**config.mk**
```make
export PLATFORM = sky130hd
export DESIGN_NAME = sat_counter
export DESIGN_NICKNAME = d
export VERILOG_FILES = /design/src/rtl/sat_counter.sv
export SDC_FILE = /design/constraint.sdc
export NUM_CORES = 1
export LEC_CHECK = 0
export CAP_MARGIN = 5
export CORE_AREA = 8 8 45 47
export CTS_BUF_LIST = sky130_fd_sc_hd__clkbuf_4 sky130_fd_sc_hd__clkbuf_8
export DETAILED_ROUTE_END_ITERATION = 10
export DIE_AREA = 0 0 53 55
export DONT_BUFFER_PORTS = 1
export PLACE_DENSITY_LB_ADDON = 0.05
export REMOVE_ABC_BUFFERS = 1
export SETUP_SLACK_MARGIN = 0.02
export SYNTH_ARGS = -nofsm -noshare
export SYNTH_HDL_FRONTEND = slang
export SYNTH_SLANG_ARGS = --single-unit
```
**constraint.sdc**
```tcl
create_clock -name clk -period 1.35 [get_ports clk]
set_clock_uncertainty 0.05 [all_clocks]
set_input_delay 0.2025 -clock clk [delete_from_list [all_inputs] [get_ports clk]]
set_output_delay 0.2025 -clock clk [all_outputs]
set_load 0.05 [all_outputs]
```
**src/rtl/sat_counter.sv**
```systemverilog
// sat_counter: saturating event counter.
// A clear in the same cycle as an increment leaves the count at one.
module sat_counter #(
  parameter int W = 8
) (
  input  logic         clk,
  input  logic         rst,
  input  logic         clr,
  input  logic         inc,
  output logic [W-1:0] cnt_o
);

  logic [W-1:0] base;
  logic [W-1:0] nxt;

  // clear first, then increment unless saturated
  always_comb begin
    base = clr ? '0 : cnt_o;
    nxt  = base;
    if (inc && (base != '1))
      nxt = base + W'(1);
  end

  // count register
  always_ff @(posedge clk or negedge rst) begin
    if (!rst)
      cnt_o <= '0;
    else
      cnt_o <= nxt;
  end

endmodule

```
==> reports/summary.md <==
The cell area after technology mapping was 409 µm². The post-detailed-route DRC marker count came out at 0. The final total power was 522 µW. Setup repair after global routing left no endpoint under its margin. The sum of overflow across all layers after global routing was 0; the setup slack after placement was 0.0708 ns.

The run gives 789 µm as the total half-perimeter wirelength after legalization and detailed placement. The placed instances occupy a cell area of 495 µm². The capture endpoint of the worst hold path is cnt_o[0]. Final setup violation count: 0.

The register area is 203 µm², and the number of vias per cell after detailed routing is 5.71. The smallest clock period supported by the final layout is computed as 1.28 ns. The total number of H-tree levels came out at 1. cnt_o holds more flip-flops than any other register. The endpoint required time on the critical path is 1.10 ns, and the boundary pin count is 12.

The flip-flop count of the largest register, all copies and words added is 8. Summed over all cells, the static leakage comes to 0.000244 µW. In this run the worst path has a maximum fanout of 6.

For this configuration, the core starts out at a cell density of 29.6%. Row generation in the floorplan step produced 14 rows. The hold violation total from the final report is 0. The worst path uses 95.1% of the clock period. The tools report the detailed router's first-iteration violation count as 3. The relative area change from synthesis to final layout came out at 33.6%.

The worst setup path is captured at an output port. The run gives 5 as the iteration count of the initial detailed-routing pass. The run finished with clean final reports.

For the max-capacitance violation count, the log shows 0. Across the VDD grid, the largest voltage drop is 336 µV. At the later pin of the worst-skew pair, clock insertion delay measures 0.26 ns. The first global-routing pass estimated 1740 µm of wire. For the sequential fraction of design power, the log shows 49.4%. The worst register-to-register path has a setup slack of 0.13 ns.

The logs give 0 for the total count of max-transition violations in the final report and 14.9% for the fraction of power consumed by combinational cells. The logs give 0 for the number of antenna violations at the first check in global routing and 1.03 ns for the critical path arrival. In this run, CTS created clock tree buffers numbering 3. The area of the multi-input gates came out at 199 µm².

The tools report the number of global-route vias before repair as 368. The worst register-to-register path begins at cnt_o[0]. TritonCTS built the clock tree. The net switching power of the design came out at 145 µW.

The root buffer cell chosen for the clock tree is clkbuf_4. Buffers placed on the I/O ports in this run total 0. The reg-to-reg endpoint is cnt_o[5]. Clock-pin slew was measured on the worst setup and hold paths at 0.06 ns. The share of total power dissipated in the clock network is 35.7%. The detailed-route wire length per cell is 16.0 µm, and the slack of the critical path is 0.0668 ns. The horizontal die dimension was 53 µm.

The logs give 0 for the count of nets left with antenna violations after detail routing and 8.53% for the total global routing track utilization. Cells with a size suffix above 1 make up 37.0% of the layout. The largest registers in the layout are cnt_o: 8 flops. The type of the setup path with the least slack is flip-flop to output port. The tools report the total negative slack as 0 ns. For the pin with the worst max-slew slack, the measured transition is 0.389 ns. For the timing-limited maximum frequency, the log shows 779 MHz. The count of cells along the worst register-to-register path works out to 3.

The synthesized instance count was 41. The run gives 1380 µm² as the area of the core. For the normalized max-slew margin, the log shows 74.0%. After synthesis, the netlist uses 22 different library cells. For this run, the number of Yosys warnings is 0. The switching share of power is 27.7%, and the pin count of the biggest net entering global routing is 9. The internal power of the cells totals 377 µW.

The die is 55 µm tall. The clock sink count is 8, and the hold path depth is 2. At the end of routability-driven placement, the weighted congestion stood at 0.647.

0 antenna diodes ended up in the layout. The final layout contains routed wiring with a total length of 1120 µm. The maximum buffer depth of the clock tree was 2; the number of nets in the finished design was 60.

The floorplan step defined a die boundary enclosing 2920 µm². The filler cells instantiated in the layout total 138. The share of the Yosys chip area taken by registers is 48.9%. Total number of vias: 400. Power density over the cells: 955 nW/µm².

In this run the most critical hold path is launched from inc. The worst setup path is launched from a flip-flop. The mean instance size in the synthesized netlist works out to 9.98 µm².

With fillers left out, the area of the finished cells amounts to 547 µm². Synthesis inferred 8 register bits. The type of the worst min-delay path was input port to flip-flop.
## cells in the mapped netlist
cell / n / area, µm²
and4_2: 1 / 10.0
or3_1: 1 / 6.26
o21bai_1: 1 / 7.51
and3_2: 1 / 7.51
nand4_4: 1 / 21.3
a21oi_1: 6 / 30.0
clkbuf_1: 1 / 3.75
and3_1: 1 / 6.26
o31ai_1: 1 / 7.51
a211oi_1: 2 / 15.0
nor2_1: 1 / 3.75
nand2_1: 2 / 7.51
nand3_1: 1 / 5.00
and3b_1: 1 / 8.76
nor4_1: 1 / 6.26
a31oi_1: 3 / 18.8
nor3_1: 3 / 15.0
nand4_1: 1 / 6.26
and4b_1: 1 / 10.0
buf_2: 1 / 5.00
dfrtp_1: 8 / 200
inv_1: 2 / 7.51
## critical path: stages (launching register included)
cell     delay, ns
dfrtp_1       0.41
buf_4         0.17
buf_4         0.19
## area by class of cell
| cell class | instances | area share, % |
|---|---|---|
| timing repair buffer | 12 | 17.4 |
| clock buffer | 3 | 4.12 |
| inverter | 2 | 1.37 |
| multi-input combinational | 29 | 36.4 |
| tap | 16 | 3.66 |
| sequential | 8 | 37.1 |
## how the worst max path moves through the flow
stage                         from  endpoint
final                     cnt_o[0]  cnt_o[0]
after global routing      cnt_o[0]  cnt_o[0]
after CTS                 cnt_o[4]  cnt_o[3]
after detailed placement  cnt_o[4]  cnt_o[4]
after global placement    cnt_o[4]  cnt_o[4]
after floorplan           cnt_o[0]  cnt_o[5]
## cell families after synthesis
family / synth area share [%]
AOI/OAI and AO/OA: 19.3
buffers and inverters: 3.97
DFF: 48.9
and+or+nand+nor: 27.8
## metrics by stage
stage	utilization, %	hold WS (ns)	instances
6_report	39.5	0.0649	70
3_5_place_dp	35.8	-0.143	65
3_3_place_gp	35.8	-0.143	65
4_1_cts	38.9	0.0545	70
5_1_grt	39.5	0.0567	70
2_1_floorplan	-	-0.143	39
## layer usage
metal,track usage (%),vias to the layer above,share of wire (%),routed length [µm]
li1,-,183,-,-
met1,8.99,193,40,444
met2,11.9,19,44,494
met3,4.81,5,14,152
met4,7.76,0,2.8,31
met5,0,-,0,0
## power groups by stage
stage,logic [µW],registers (µW),clock network [µW]
global route,83.0,259,214
detailed placement,65.2,262,0
finish,77.9,258,186
CTS,77.5,257,198
global placement,64.4,261,0
floorplan,12.6,289,0
## layout by cell type (no fill, tap or decap)
cell type,synthesis,layout
dlygate4sd3_1,0,2
o31ai_1,1,1
nor4_1,1,1
nor2_1,1,1
and3b_1,1,1
clkbuf_4,0,3
dfrtp_2,0,2
and4b_1,1,1
dfrtp_1,8,6
nand4_4,1,1
o21bai_1,1,1
nand4_1,1,1
and4_2,1,1
nand3_1,1,1
a211oi_1,2,1
and3_2,1,2
a31oi_1,3,3
or3_1,1,1
nor3_1,3,3
buf_4,0,10
a21oi_1,6,6
a211oi_2,0,1
inv_1,2,2
nand2_1,2,2
## timing repair
item                                    4_1_cts  5_1_grt
hold endpoints to repair                     14        0
gates resized for setup                       0        4
hold buffers                                  2        0
endpoints found under the setup margin        0        3
buffers inserted                              0        0
Note: power is estimated with default switching activity, not from simulation.
